### config.mk
export PLATFORM = sky130hd
export DESIGN_NAME = pipelined_barrel_shifter_flat
export DESIGN_NICKNAME = d
export VERILOG_FILES = /design/src/rtl/barrel_pkg.sv /design/src/rtl/pipelined_barrel_shifter_if.sv /design/src/rtl/barrel_stage.sv /design/src/rtl/pipelined_barrel_shifter.sv /design/src/flat_wrapper.sv
export SDC_FILE = /design/constraint.sdc
export NUM_CORES = 1
export LEC_CHECK = 0
export CAP_MARGIN = 0
export CORE_MARGIN = 2
export CORE_UTILIZATION = 55
export CTS_CLUSTER_SIZE = 12
export DETAILED_ROUTE_END_ITERATION = 10
export PLACE_DENSITY = 0.84
export SKIP_CTS_REPAIR_TIMING = 1
export SYNTH_ARGS = -nofsm -noshare
export SYNTH_HDL_FRONTEND = slang
export SYNTH_SLANG_ARGS = --single-unit
### constraint.sdc
create_clock -name clk -period 4.1 [get_ports clk]
set_clock_uncertainty 0.1 [all_clocks]
set_input_delay 1.025 -clock clk [delete_from_list [all_inputs] [get_ports clk]]
set_output_delay 1.025 -clock clk [all_outputs]
set_load 0.03 [all_outputs]
### src/rtl/barrel_pkg.sv
// -----------------------------------------------------------------------------
// barrel_pkg
//   Shared definitions for the pipelined barrel shifter: operation encodings
//   and a constant-function log2 for tools that lack $clog2.
//   Ports: none (package).
// -----------------------------------------------------------------------------
package barrel_pkg;

   localparam logic [1:0] MODE_SLL = 2'b00;
   localparam logic [1:0] MODE_SRL = 2'b01;
   localparam logic [1:0] MODE_SRA = 2'b10;
   localparam logic [1:0] MODE_ROL = 2'b11;

   // Ceiling log2, usable in parameter expressions.
   function automatic int clog2(input int value);
      int r;
      int v;
      r = 0;
      v = value - 1;
      while (v > 0) begin
         r = r + 1;
         v = v >>> 1;
      end
      return r;
   endfunction

endpackage

### src/rtl/pipelined_barrel_shifter_if.sv
// -----------------------------------------------------------------------------
// pipelined_barrel_shifter_if
//   Operand/result bus of the pipelined barrel shifter with valid/ready
//   handshakes on both sides.
//   Signals:
//     in_valid, in_ready  input handshake
//     x                   operand
//     shift_n             shift amount, MSB flags amounts >= WIDTH
//     mode                00 SLL, 01 SRL, 10 SRA, 11 ROL
//     out_valid, out_ready output handshake
//     y, zero             result and (y == 0) flag
//   Modports: master drives operations and consumes results; slave is the
//   shifter.
// -----------------------------------------------------------------------------
interface pipelined_barrel_shifter_if #(
   parameter int WIDTH = 8
);
   localparam int SHIFT_W = barrel_pkg::clog2(WIDTH);
   localparam int AMT_W   = SHIFT_W + 1;

   logic             in_valid;
   logic             in_ready;
   logic [WIDTH-1:0] x;
   logic [AMT_W-1:0] shift_n;
   logic [1:0]       mode;
   logic             out_valid;
   logic             out_ready;
   logic [WIDTH-1:0] y;
   logic             zero;

   modport master (
      output in_valid, x, shift_n, mode, out_ready,
      input  in_ready, out_valid, y, zero
   );

   modport slave (
      input  in_valid, x, shift_n, mode, out_ready,
      output in_ready, out_valid, y, zero
   );

endinterface

### src/rtl/barrel_stage.sv
// -----------------------------------------------------------------------------
// barrel_stage
//   One registered log2 stage of the barrel shifter. Shifts or rotates the
//   incoming data by DIST when its amount bit is set, otherwise passes it
//   through, and forwards mode/amount/valid to the next stage.
//   Ports:
//     clk, rst_n           clock, synchronous active-low reset
//     en                   pipeline advance
//     vld_in/vld_out       stage valid
//     data_in/data_out     data word
//     mode_in/mode_out     operation
//     amt_in/amt_out       remaining shift amount
//     zero_out             registered (data_out == 0), final stage only
// -----------------------------------------------------------------------------
module barrel_stage
   import barrel_pkg::*;
#(
   parameter int WIDTH = 8,
   parameter int DIST  = 1,
   parameter bit LAST  = 1'b0
) (
   input  logic                             clk,
   input  logic                             rst_n,
   input  logic                             en,
   input  logic                             vld_in,
   input  logic [WIDTH-1:0]                 data_in,
   input  logic [1:0]                       mode_in,
   input  logic [barrel_pkg::clog2(WIDTH)-1:0] amt_in,
   output logic                             vld_out,
   output logic [WIDTH-1:0]                 data_out,
   output logic [1:0]                       mode_out,
   output logic [barrel_pkg::clog2(WIDTH)-1:0] amt_out,
   output logic                             zero_out
);

   localparam int SHIFT_W = clog2(WIDTH);
   localparam int BIT     = clog2(DIST);

   function automatic logic [WIDTH-1:0] shift_dist(input logic [WIDTH-1:0] d,
                                                    input logic [1:0]       m);
      logic signed [WIDTH-1:0] sd;
      logic        [WIDTH-1:0] r;
      sd = d;
      case (m)
         MODE_SLL: r = d << DIST;
         MODE_SRL: r = d >> DIST;
         MODE_SRA: r = $unsigned(sd >>> DIST);
         default:  r = (d << DIST) | (d >> (WIDTH - DIST));
      endcase
      return r;
   endfunction

   logic [WIDTH-1:0]   shifted;
   logic               vld_q;
   logic [WIDTH-1:0]   data_q;
   logic [1:0]         mode_q;
   logic [SHIFT_W-1:0] amt_q;

   assign shifted = amt_in[BIT] ? shift_dist(data_in, mode_in) : data_in;

   // ---- stage register ----
   always_ff @(posedge clk) begin
      if (!rst_n) begin
         vld_q <= 1'b0;
      end else if (en) begin
         vld_q <= vld_in;
      end
   end

   always_ff @(posedge clk) begin
      if (LAST && !rst_n) begin
         data_q <= '0;
      end else if (en) begin
         data_q <= shifted;
         mode_q <= mode_in;
         amt_q  <= amt_in;
      end
   end

   if (LAST) begin : g_zero
      logic zero_q;
      always_ff @(posedge clk) begin
         if (!rst_n) begin
            zero_q <= 1'b0;
         end else if (en) begin
            zero_q <= (shifted == '0);
         end
      end
      assign zero_out = zero_q;
   end else begin : g_no_zero
      assign zero_out = 1'b0;
   end

   assign vld_out  = vld_q;
   assign data_out = data_q;
   assign mode_out = mode_q;
   assign amt_out  = amt_q;

endmodule

### src/rtl/pipelined_barrel_shifter.sv
// -----------------------------------------------------------------------------
// pipelined_barrel_shifter
//   Pipelined SLL/SRL/SRA/ROL barrel shifter with valid/ready flow control.
//   A capture stage resolves out-of-range amounts, then one barrel_stage per
//   shift-amount bit applies a power-of-two shift. All stages advance
//   together; a stalled output freezes the whole pipe. Latency SHIFT_W+1.
//   Ports:
//     clk    clock, all logic on posedge
//     rst_n  synchronous active-low reset (drops in-flight operations)
//     bus    pipelined_barrel_shifter_if.slave: operand in, result out
// -----------------------------------------------------------------------------
module pipelined_barrel_shifter
   import barrel_pkg::*;
#(
   parameter int WIDTH = 8
) (
   input logic                        clk,
   input logic                        rst_n,
   pipelined_barrel_shifter_if.slave  bus
);

   localparam int SHIFT_W = clog2(WIDTH);

   logic               adv;
   logic               ovf;
   logic [SHIFT_W-1:0] cap_amt;
   logic [WIDTH-1:0]   cap_data;

   logic               vld_p0;
   logic [WIDTH-1:0]   data_p0;
   logic [1:0]         mode_p0;
   logic [SHIFT_W-1:0] amt_p0;

   logic               st_vld  [1:SHIFT_W];
   logic [WIDTH-1:0]   st_data [1:SHIFT_W];
   logic [1:0]         st_mode [1:SHIFT_W];
   logic [SHIFT_W-1:0] st_amt  [1:SHIFT_W];
   logic               st_zero [1:SHIFT_W];

   // Only a held (valid, not accepted) result stops the pipe, so bubbles
   // are never squeezed out and the input side sees the same condition.
   assign adv          = !(bus.out_valid && !bus.out_ready);
   assign bus.in_ready = adv;

   // Out-of-range amounts are resolved here so later stages only see
   // amounts below WIDTH; rotate just wraps.
   always_comb begin
      ovf      = bus.shift_n[SHIFT_W];
      cap_data = bus.x;
      cap_amt  = bus.shift_n[SHIFT_W-1:0];
      if (ovf && (bus.mode != MODE_ROL)) begin
         cap_amt  = '0;
         cap_data = (bus.mode == MODE_SRA) ? {WIDTH{bus.x[WIDTH-1]}} : '0;
      end
   end

   // ---- stage 0: capture ----
   always_ff @(posedge clk) begin
      if (!rst_n) begin
         vld_p0 <= 1'b0;
      end else if (adv) begin
         vld_p0 <= bus.in_valid;
      end
   end

   always_ff @(posedge clk) begin
      if (adv) begin
         data_p0 <= cap_data;
         mode_p0 <= bus.mode;
         amt_p0  <= cap_amt;
      end
   end

   // ---- stages 1..SHIFT_W: shift by 2^(k-1) ----
   for (genvar k = 1; k <= SHIFT_W; k++) begin : g_stage
      logic               v_in;
      logic [WIDTH-1:0]   d_in;
      logic [1:0]         m_in;
      logic [SHIFT_W-1:0] a_in;

      if (k == 1) begin : g_first
         assign v_in = vld_p0;
         assign d_in = data_p0;
         assign m_in = mode_p0;
         assign a_in = amt_p0;
      end else begin : g_next
         assign v_in = st_vld[k-1];
         assign d_in = st_data[k-1];
         assign m_in = st_mode[k-1];
         assign a_in = st_amt[k-1];
      end

      barrel_stage #(
         .WIDTH (WIDTH),
         .DIST  (1 << (k - 1)),
         .LAST  (k == SHIFT_W)
      ) u_stage (
         .clk      (clk),
         .rst_n    (rst_n),
         .en       (adv),
         .vld_in   (v_in),
         .data_in  (d_in),
         .mode_in  (m_in),
         .amt_in   (a_in),
         .vld_out  (st_vld[k]),
         .data_out (st_data[k]),
         .mode_out (st_mode[k]),
         .amt_out  (st_amt[k]),
         .zero_out (st_zero[k])
      );
   end

   assign bus.out_valid = st_vld[SHIFT_W];
   assign bus.y         = st_data[SHIFT_W];
   assign bus.zero      = st_zero[SHIFT_W];

endmodule

### src/flat_wrapper.sv
// flat-port wrapper written by rule: the top's interface ports become plain ports
module pipelined_barrel_shifter_flat import barrel_pkg::*;
#(
   parameter int WIDTH = 8
)
  (clk, rst_n, bus_in_valid, bus_x, bus_shift_n, bus_mode, bus_out_ready, bus_in_ready, bus_out_valid, bus_y, bus_zero);
  pipelined_barrel_shifter_if #(.WIDTH(WIDTH)) bus_i ();
  input logic clk;
  input logic rst_n;
  input wire logic [$bits(bus_i.in_valid)-1:0] bus_in_valid;
  input wire logic [$bits(bus_i.x)-1:0] bus_x;
  input wire logic [$bits(bus_i.shift_n)-1:0] bus_shift_n;
  input wire logic [$bits(bus_i.mode)-1:0] bus_mode;
  input wire logic [$bits(bus_i.out_ready)-1:0] bus_out_ready;
  output wire logic [$bits(bus_i.in_ready)-1:0] bus_in_ready;
  output wire logic [$bits(bus_i.out_valid)-1:0] bus_out_valid;
  output wire logic [$bits(bus_i.y)-1:0] bus_y;
  output wire logic [$bits(bus_i.zero)-1:0] bus_zero;
  assign bus_i.in_valid = bus_in_valid;
  assign bus_i.x = bus_x;
  assign bus_i.shift_n = bus_shift_n;
  assign bus_i.mode = bus_mode;
  assign bus_i.out_ready = bus_out_ready;
  assign bus_in_ready = bus_i.in_ready;
  assign bus_out_valid = bus_i.out_valid;
  assign bus_y = bus_i.y;
  assign bus_zero = bus_i.zero;
  pipelined_barrel_shifter #(.WIDTH(WIDTH)) u_core (.clk(clk), .rst_n(rst_n), .bus(bus_i));
endmodule
* Yosys cells after proc, flatten, opt, wreduce, memory -nomap -nowiden
Index checks and enable logic that the tools add are counted.
** Word-level totals
- Flip-flop bits (word level) :: 52
- Input bits :: 18
** Cells by class
- Equal/unequal tests :: 8
- Multiplexer cells :: 8
- Bitwise logic cells :: 3
- Reductions and logical operators :: 8
** Operators by type and width (number)
- $pmux 8 s3 :: 3
- $mux 8 :: 5
- $eq 2x2->1 const B :: 4
- $logic_not 8->1 :: 1
- $or 8x1->8 :: 1
- $or 8x2->8 :: 1
- $or 8x4->8 :: 1
- $eq 2x1->1 const B :: 3
- $logic_not 2->1 :: 3
- $logic_and 1x1->1 :: 2
- $logic_not 1->1 :: 2
- $ne 2x2->1 const B :: 1

* Logic depth before layout (Yosys ltp)
Gate-level depths: netlist of run 1.
- Word-level depth :: 4
- Mapped depth :: 5
- Depth with buffers taken out :: 5

* Cells and area by module
A second synthesis of run 1 with hierarchy kept.
** Unflattened totals
- Cells, all modules :: 213
- Area total of the unflattened synthesis :: 2667.6 sq um
** By module, submodules not included
- barrel_stage at u_core.g_stage[3].u_stage :: times used 1, cells an instance 76, area an instance 798.3 sq um, seq. area each 350.3 sq um
- barrel_stage at u_core.g_stage[2].u_stage :: times used 1, cells an instance 51, area an instance 680.7 sq um, seq. area each 410.4 sq um
- barrel_stage at u_core.g_stage[1].u_stage :: times used 1, cells an instance 46, area an instance 630.6 sq um, seq. area each 410.4 sq um
- pipelined_barrel_shifter :: times used 1, cells an instance 40, area an instance 558.0 sq um, seq. area each 410.4 sq um

* Worst setup path after synthesis of run 1
OpenSTA, ideal clock, no wires.
- Kind :: input to output
- From :: input bus_out_ready
- To :: output bus_in_ready
- Arrival time :: 2618 ps
- Slack :: 357 ps
- Cell stages on the path :: 3
- Cell sequence :: nor2b_1 inv_1 clkbuf_1
** Between the ends
- Cells in the longest elaborated chain, start to end :: 3
** RTL lines
- from (decl) :: line flat_wrapper.sv:14 : input wire logic [$bits(bus_i.out_ready)-1:0] bus_out_ready;
- $logic_not 1->1 :: line pipelined_barrel_shifter.sv:42 : assign adv = !(bus.out_valid && !bus.out_ready);
- $logic_and 1x1->1 :: line pipelined_barrel_shifter.sv:42
- $logic_not 1->1 :: line pipelined_barrel_shifter.sv:42
- to (decl) :: line flat_wrapper.sv:15 : output wire logic [$bits(bus_i.in_ready)-1:0] bus_in_ready;
No other way between the ends.

* Worst setup path after layout of run 1
Same ends and word-level chain as after synthesis.

==> qor.yml, run 1 <==
setup_viol: 0
syn_inst: 222
cp.required_ns: 2.97
fin_tns_setup_ns: 0
synth-seq-cells: 49
dr_total_vias: 1661
swShare_pct: 26.1
first_iter_violations: 76
finalHoldViolCount: 0
irDropWorstVdd_v: 0.000296
core_um2: 4030
p_comb_share_pct: 16.6
crit_slowest_cell: "clkdlybuf4s50_1"
layout_commonest_cell: "edfxtp_1"
synth_area_leaders: "edfxtp_1, dfxtp_1, mux2i_1"
reg2reg_slack_ns: 2.34
start_util_pct: 57.5
insertedDiodeCount: 0
path_cells: "clkdlybuf4s50_1 -> nor2b_1 -> inv_1 -> clkdlybuf4s50_1"
htree_levels: 2
ys_seq_area_share_pct: 57.9
whs_endpoint: "u_core.g_stage[1].u_stage.amt_out[2]"
rr_worst_depth: 3
numCtsBuffers: 5
p_per_area_nw_per_um2: 429
cp-end-kind: "output pin"
worst_hold_slack_ns: 0.350
place.gp.congestion: 0.750
period_share_pct: 83.9
clock_sinks: 49
path_max_fanout: 2
clkTransAtPathRegs_ns: 0.09
dp_hpwl_um: 2880
syn-num-nets: 240
cts.path.max_buffers: 2
grt.total_usage_pct: 20.0
critPathLaunchType: "input port"
io_buffers: 28
syn_area_per_cell_um2: 10.4
root_buffer: "clkbuf_8"
path_buf_inv: 3
areaGrowthSynthToFinish_pct: 19.1
final_max_slew_viol_count: 0
yosys.area.top_type_share_pct: 46.7
cp.arrival_ns: 2.31
rsz0062_at_grt: "false"
final_cell_mix: "edfxtp_1, nand2_1, clkdlybuf4s50_1, nor2_1, a21oi_1"
ios: 29
regToRegEndpoint: "u_core.g_stage[2].u_stage.data_out[5]"
seq_area_um2: 1340
critical_path.top_delay_family: "buffers and inverters"
drive_gt1_share_pct: 5.95
min-delay-start: "u_core.amt_p0[2]"
r2r_start: "u_core.g_stage[1].u_stage.mode_out[0]"
drt_wl_total_um: 4310
clkLatencyLatePin_ns: 0.30
dieWidth_um: 68.9
rows: 23
cp_slowest_stage_delay_ns: 0.68
pwr-share-clk_pct: 28.9
grt_first_pass_wirelength_um: 6650
finalCriticalPeriod_ns: 3.44
hold_depth: 0
place_area_um2: 2640
fin_area_um2: 2760
fillers: 307
fmax_ghz: 0.291
overflow: 0
synthesis.area_um2: 2310
seqPwrFrac_pct: 54.5
slew_headroom_pct: 62.8
intPower_mw: 0.874
status: "completed"
multiInputGateArea_um2: 905
power_switching_mw: 0.309
cpMostUsedCell: "clkdlybuf4s50_1"
drc: 0
worstMarginPinSlew_ns: 0.558
ys_types: 34
antenna_found_initial: 0
p_leak_nw: 1.10
grt_max_degree: 50
cts_tree: "done"
synth_top_area_cell: "edfxtp_1"
die_h_um: 68.9
yosys_warnings: 0
worstSetupPathType: "in2out"
wl_per_cell_um: 14.3
fin_nets: 269
avgViaCountPerCell: 5.50
drt_first_pass_iters: 5
max_cap_violations: 0
die-area_um2: 4740
hp-class: "reg2reg"
first_global_vias: 1510
ant_nets: 0
==> area by class of cell <==
| class | instances | share of cell area, % |
|---|---|---|
| sequential | 49 | 48.7 |
| multi-input combinational | 155 | 32.8 |
| timing repair buffer | 30 | 10.7 |
| clock buffer | 5 | 2.50 |
| tap | 50 | 2.27 |
| clock inverter | 3 | 1.68 |
| inverter | 10 | 1.36 |
==> flip-flops by register name, summed over array words and instances (netlist names) <==
register	cells
u_core.g_stage.u_stage.data_out	24
u_core.g_stage.u_stage.mode_out	4
u_core.g_stage.m_in	2
u_core.g_stage.v_in	1
u_core.amt_p0	3
u_core.g_stage.u_stage.amt_out	3
u_core.g_stage.u_stage.zero_out	1
u_core.g_stage.u_stage.vld_out	3
u_core.data_p0	8
==> how the worst max path moves through the flow <==
stage                       start      endpoint  slack, ns  cells after the start
global route        bus_out_ready  bus_in_ready       0.60                      4
global placement    bus_out_ready  bus_in_ready       0.63                      4
floorplan           bus_out_ready  bus_in_ready       0.36                      3
detailed placement  bus_out_ready  bus_in_ready       0.63                      4
finish              bus_out_ready  bus_in_ready       0.66                      4
CTS                 bus_out_ready  bus_in_ready       0.63                      4
==> cells by family after synthesis <==
kind of cell	count (synthesis)	share of synthesized area, %
compound gates	59	16.5
flops	49	57.9
buf+inv	18	2.97
xor+xnor	2	1.08
simple gates	80	15.4
mux	14	6.11
==> power by group through the flow <==
stage	Sequential [mW]	Combinational, mW	Clock, mW
floorplan	0.656	0.120	0
global placement	0.652	0.188	0
detailed placement	0.655	0.192	0
CTS	0.644	0.197	0.347
global route	0.654	0.217	0.368
finish	0.645	0.197	0.342
==> per-layer routing <==
layer  global-route usage [%]  routed length [um]
met5                        0                   0
met1                     21.4                1680
met4                     7.84                  82
met3                     5.52                 164
met2                     37.1                2380
==> stage by stage <==
stage / power [mW] / setup WS, ns / utilization [%] / cells
detailed placement: 0.848 / 0.635 / 65.6 / 294
global route: 1.24 / 0.604 / 68.4 / 302
floorplan: 0.776 / 0.357 / - / 222
CTS: 1.19 / 0.627 / 68.4 / 302
global placement: 0.840 / 0.635 / 65.6 / 294
finish: 1.18 / 0.661 / 68.4 / 302
==> cell usage after synthesis <==
cell / n
edfxtp_1: 36
or2_4: 1
a21boi_0: 8
nor2b_1: 5
buf_2: 1
or3b_1: 1
a221o_1: 1
o22ai_1: 4
o211ai_1: 2
nor2_1: 26
nand3_1: 3
o21a_1: 1
a311oi_2: 1
o221ai_1: 1
mux2_2: 1
and3_1: 1
o21ai_0: 6
mux2i_1: 13
inv_1: 10
a21oi_1: 25
a32o_1: 1
a2bb2oi_1: 2
a31oi_1: 2
o211a_1: 3
a211o_1: 1
xnor2_2: 1
nor3_2: 1
nor3_1: 2
nand2_1: 33
a211oi_1: 1
clkbuf_1: 7
and2_1: 7
dfxtp_1: 13
xnor2_1: 1
Power figures use the tool's default switching activity.
==> run 2: changes to the inputs <==
clock period = 3.4 ns   (was 4.1 ns; I/O delays follow)
==> qor.yml, run 2 (synthesis results as in run 1) <==
die-area_um2: 4740  # unchanged
final_cell_mix: "edfxtp_1, nand2_1, clkdlybuf4s50_1, nor2_1, a21oi_1"
htree_levels: 2  # unchanged
drive_gt1_share_pct: 5.56  # -0.40 points
finalHoldViolCount: 0  # unchanged
worst_slack_ns: 0.288  # -0.373 ns
antenna_found_initial: 0  # unchanged
worstMarginPinSlew_ns: 0.555  # -0.00320 ns
drt_first_pass_iters: 4  # -1
seqPwrFrac_pct: 57.7  # +3.2 points
rr_worst_depth: 3  # unchanged
cp.required_ns: 2.45  # -0.52 ns
first_global_vias: 1495  # -0.99%
p_comb_share_pct: 17.4  # +0.8 points
hp-class: "reg2reg"
drt_wl_total_um: 4020  # -6.7%
power.total_mw: 1.35  # +14%
irDropWorstVdd_v: 0.000388  # +31%
fin_cells: 302  # unchanged
setup_viol: 0  # unchanged
clock_sinks: 49  # unchanged
finalCriticalPeriod_ns: 3.11
path_max_fanout: 2  # unchanged
wl_per_cell_um: 13.3  # -6.7%
die_h_um: 68.9  # unchanged
io_buffers: 28  # unchanged
layout_commonest_cell: "edfxtp_1"
cts_tree: "done"
intPower_mw: 0.978  # +12%
final_max_slew_viol_count: 0  # unchanged
max_cap_violations: 0  # unchanged
areaGrowthSynthToFinish_pct: 17.9
slew_headroom_pct: 62.8  # about the same
dp_cells: 294  # unchanged
p_per_area_nw_per_um2: 494  # +15%
cp.arrival_ns: 2.16  # -0.15 ns
ios: 29  # unchanged
cp-end-kind: "output pin"
cts.path.max_buffers: 2  # unchanged
fin_area_um2: 2730  # -1.0%
rows: 23  # unchanged
fin_nets: 269  # unchanged
swShare_pct: 27.4  # +1.2 points
clkLatencyLatePin_ns: 0.30  # about the same
first_iter_violations: 91  # +20%
start_util_pct: 57.5  # unchanged
insertedDiodeCount: 0  # unchanged
fin_tns_setup_ns: 0  # unchanged
worstSetupPathType: "in2out"
critPathLaunchType: "input port"
dp_hpwl_um: 2780  # -3.5%
period_share_pct: 91.5
p_leak_nw: 1.08  # -1.5%
place_ws_ns: 0.282  # -0.352 ns
grt_first_pass_wirelength_um: 6490  # -2.5%
largest_register_ffs: 24  # unchanged
fmax_ghz: 0.321
power_switching_mw: 0.369  # +19%
dr_total_vias: 1644  # -1.0%
root_buffer: "clkbuf_8"
rsz0062_at_grt: "false"
avgViaCountPerCell: 5.44  # -1.0%
place.gp.congestion: 0.749  # about the same
ant_nets: 0  # unchanged
pwr-share-clk_pct: 25.0  # -3.9 points
clkTransAtPathRegs_ns: 0.09  # about the same
grt.total_usage_pct: 19.0  # -1.0 points
hold_depth: 0  # unchanged
numCtsBuffers: 5  # unchanged
overflow: 0  # unchanged
grt_max_degree: 50  # unchanged
status: "completed"
dieWidth_um: 68.9  # unchanged
core_um2: 4030  # unchanged
place_area_um2: 2640  # unchanged
drc: 0  # unchanged
run 2: cell count changes in the layout (fill, tap and decap cells not counted), sizes merged:
cell      previous run  this run
bufinv               1         0
clkinv               1         0
clkinvlp             1         2
clkbuf               5         6
run 2: area by class of cell:
type                    count  area, um2
clock buffers               6       72.6
clock inverters             2       15.0
fillers                   310       1300
inverters                  10       37.5
multi-input cells         155        905
flip-flops and latches     49       1340
well taps                  50       62.6
repair buffers             30        295
run 2: power groups by stage:
stage / Combinational (mW) / Clock (mW) / Sequential (mW)
after floorplan: 0.145 / 0 / 0.791
after global placement: 0.227 / 0 / 0.786
after detailed placement: 0.232 / 0 / 0.789
after CTS: 0.233 / 0.340 / 0.776
after global routing: 0.260 / 0.360 / 0.788
final: 0.234 / 0.336 / 0.777
run 2: routing by layer:
metal	share of wire (%)	global-route usage, %
met3	3.2	3.57
met5	0	0
met2	51	33.5
met4	2.2	10.5
met1	43	21.6
run 2: critical path, cell delays in order:
cell,delay (ns)
clkdlybuf4s50_1,0.46
nor2b_1,0.06
inv_1,0.11
clkdlybuf4s50_1,0.68
run 2: final timing paths:
path / to / slack [ns] / from
max reg2reg: u_core.g_stage[2].u_stage.data_out[5] / 1.63 / u_core.g_stage[1].u_stage.mode_out[0]
min: u_core.g_stage[1].u_stage.amt_out[1] / 0.33 / u_core.amt_p0[1]
max: bus_in_ready / 0.29 / bus_out_ready
min reg2reg: u_core.g_stage[1].u_stage.amt_out[1] / 0.33 / u_core.amt_p0[1]
run 2: stage by stage:
stage,hold WS (ns),utilization [%]
after CTS,0.329,67.7
after global routing,0.348,67.7
after floorplan,0.300,-
after detailed placement,0.307,65.6
after global placement,0.301,65.6
final,0.333,67.7
==> run 3: changes to the inputs <==
PLACE_DENSITY = 0.78   (was 0.84)
==> qor.yml, run 3 (synthesis results as in run 1) <==
finalCriticalPeriod_ns: 3.13  # +0.0158 ns
rows: 23  # unchanged
rsz0062_at_grt: "false"
regToRegEndpoint: "u_core.g_stage[2].u_stage.data_out[4]"
avgViaCountPerCell: 5.48  # +0.67%
drive_gt1_share_pct: 5.56  # unchanged
setup_viol: 0  # unchanged
cp.required_ns: 2.45  # about the same
max_cap_violations: 0  # unchanged
start_util_pct: 57.5  # unchanged
place.gp.congestion: 0.804  # +7.3%
finalHoldViolCount: 0  # unchanged
first_global_vias: 1554  # +3.9%
clkTransAtPathRegs_ns: 0.09  # about the same
cts_tree: "done"
wl_per_cell_um: 13.7  # +3.3%
fin_tns_setup_ns: 0  # unchanged
path_max_fanout: 2  # unchanged
swShare_pct: 26.6  # -0.79 points
period_share_pct: 92.0  # +0.46 points
fin_cells: 302  # unchanged
hp-class: "reg2reg"
reg2reg_slack_ns: 1.49  # -0.14 ns
grt.total_usage_pct: 20.6  # +1.6 points
dieWidth_um: 68.9  # unchanged
status: "completed"
root_buffer: "clkbuf_8"
cp-end-kind: "output pin"
intPower_mw: 1.02  # +4.4%
grt_max_degree: 50  # unchanged
clkLatencyLatePin_ns: 0.30  # about the same
grt_first_pass_wirelength_um: 6960  # +7.2%
r2r_start: "u_core.g_stage[1].u_stage.mode_out[0]"
pwr-share-clk_pct: 27.2  # +2.2 points
p_leak_nw: 1.10  # +1.6%
slew_headroom_pct: 61.4  # -1.4 points
insertedDiodeCount: 0  # unchanged
cp.arrival_ns: 2.18  # +0.02 ns
clock_sinks: 49  # unchanged
drt_first_pass_iters: 4  # unchanged
dp_hpwl_um: 2970  # +6.9%
numCtsBuffers: 5  # unchanged
worstMarginPinSlew_ns: 0.575  # +0.0203 ns
die-area_um2: 4740  # unchanged
dp_cells: 294  # unchanged
worstSetupPathType: "in2out"
layout_commonest_cell: "edfxtp_1"
critPathLaunchType: "input port"
io_buffers: 28  # unchanged
whs_endpoint: "u_core.g_stage[1].u_stage.amt_out[1]"
power_switching_mw: 0.370  # +0.28%
fin_nets: 269  # unchanged
fmax_ghz: 0.320  # -0.51%
overflow: 0  # unchanged
drt_wl_total_um: 4150  # +3.3%
rr_worst_depth: 3  # unchanged
antenna_found_initial: 0  # unchanged
drc: 0  # unchanged
seqPwrFrac_pct: 55.9  # -1.8 points
power.total_mw: 1.39  # +3.2%
final_cell_mix: "edfxtp_1, nand2_1, clkdlybuf4s50_1, nor2_1, a21oi_1"
areaGrowthSynthToFinish_pct: 18.6
ios: 29  # unchanged
largest_register_ffs: 24  # unchanged
first_iter_violations: 103  # +13%
die_h_um: 68.9  # unchanged
p_comb_share_pct: 16.9  # -0.5 points
ant_nets: 0  # unchanged
p_per_area_nw_per_um2: 507  # +2.6%
cts.path.max_buffers: 2  # unchanged
final_max_slew_viol_count: 0  # unchanged
core_um2: 4030  # unchanged
dr_total_vias: 1655  # +0.67%
irDropWorstVdd_v: 0.000274  # -29%
htree_levels: 2  # unchanged
hold_depth: 0  # unchanged
min-delay-start: "u_core.amt_p0[1]"
## run 3: changes by cell type in the layout (fill, tap and decap cells not counted)
| cell | previous run | this run |
|---|---|---|
| clkinv_1 | 0 | 1 |
| inv_4 | 0 | 1 |
| clkbuf_1 | 1 | 0 |
| clkbuf_16 | 0 | 1 |
| clkinvlp_4 | 2 | 0 |
## run 3: through the flow
stage               util [%]  hold slack, ns  setup WS [ns]  cell area (um2)
finish                  68.1           0.331          0.272             2750
global route            68.1           0.352          0.228             2750
CTS                     68.1           0.332          0.269             2750
detailed placement      65.6           0.310          0.277             2640
global placement        65.6           0.301          0.283             2640
floorplan                  -           0.300        0.00712             2310
## run 3: worst max path at each step
| stage | start | end | slack, ns | cells after the start |
|---|---|---|---|---|
| floorplan | bus_out_ready | bus_in_ready | 0.007 | 3 |
| global placement | bus_out_ready | bus_in_ready | 0.28 | 4 |
| detailed placement | bus_out_ready | bus_in_ready | 0.28 | 4 |
| CTS | bus_out_ready | bus_in_ready | 0.27 | 4 |
| global route | bus_out_ready | bus_in_ready | 0.23 | 4 |
| finish | bus_out_ready | bus_in_ready | 0.27 | 4 |
## run 3: layer usage
| metal | wire length [um] | GRT usage [%] |
|---|---|---|
| met5 | 0 | 0 |
| met2 | 2140 | 34.7 |
| met3 | 99 | 4.06 |
| met4 | 145 | 11.8 |
| met1 | 1770 | 24.6 |
## run 3: layout make-up
cell class | instances | area [um2]
Timing Repair Buffer | 30 | 295
Tap cell | 50 | 62.6
Sequential cell | 49 | 1340
Fill cell | 327 | 1280
Clock inverter | 2 | 10.0
Inverter | 10 | 37.5
Clock buffer | 6 | 93.8
Multi-Input combinational cell | 155 | 905
## run 3: power by group through the flow
stage | logic (mW) | clock network, mW | registers (mW)
2_1_floorplan | 0.145 | 0 | 0.791
3_3_place_gp | 0.228 | 0 | 0.787
3_5_place_dp | 0.234 | 0 | 0.791
4_1_cts | 0.237 | 0.387 | 0.778
5_1_grt | 0.265 | 0.408 | 0.789
6_report | 0.235 | 0.378 | 0.778
## run 3: critical path, stage by stage
cell and delay, ns:
clkdlybuf4s50_1 0.46, nor2b_1 0.06, inv_1 0.12, clkdlybuf4s50_1 0.69
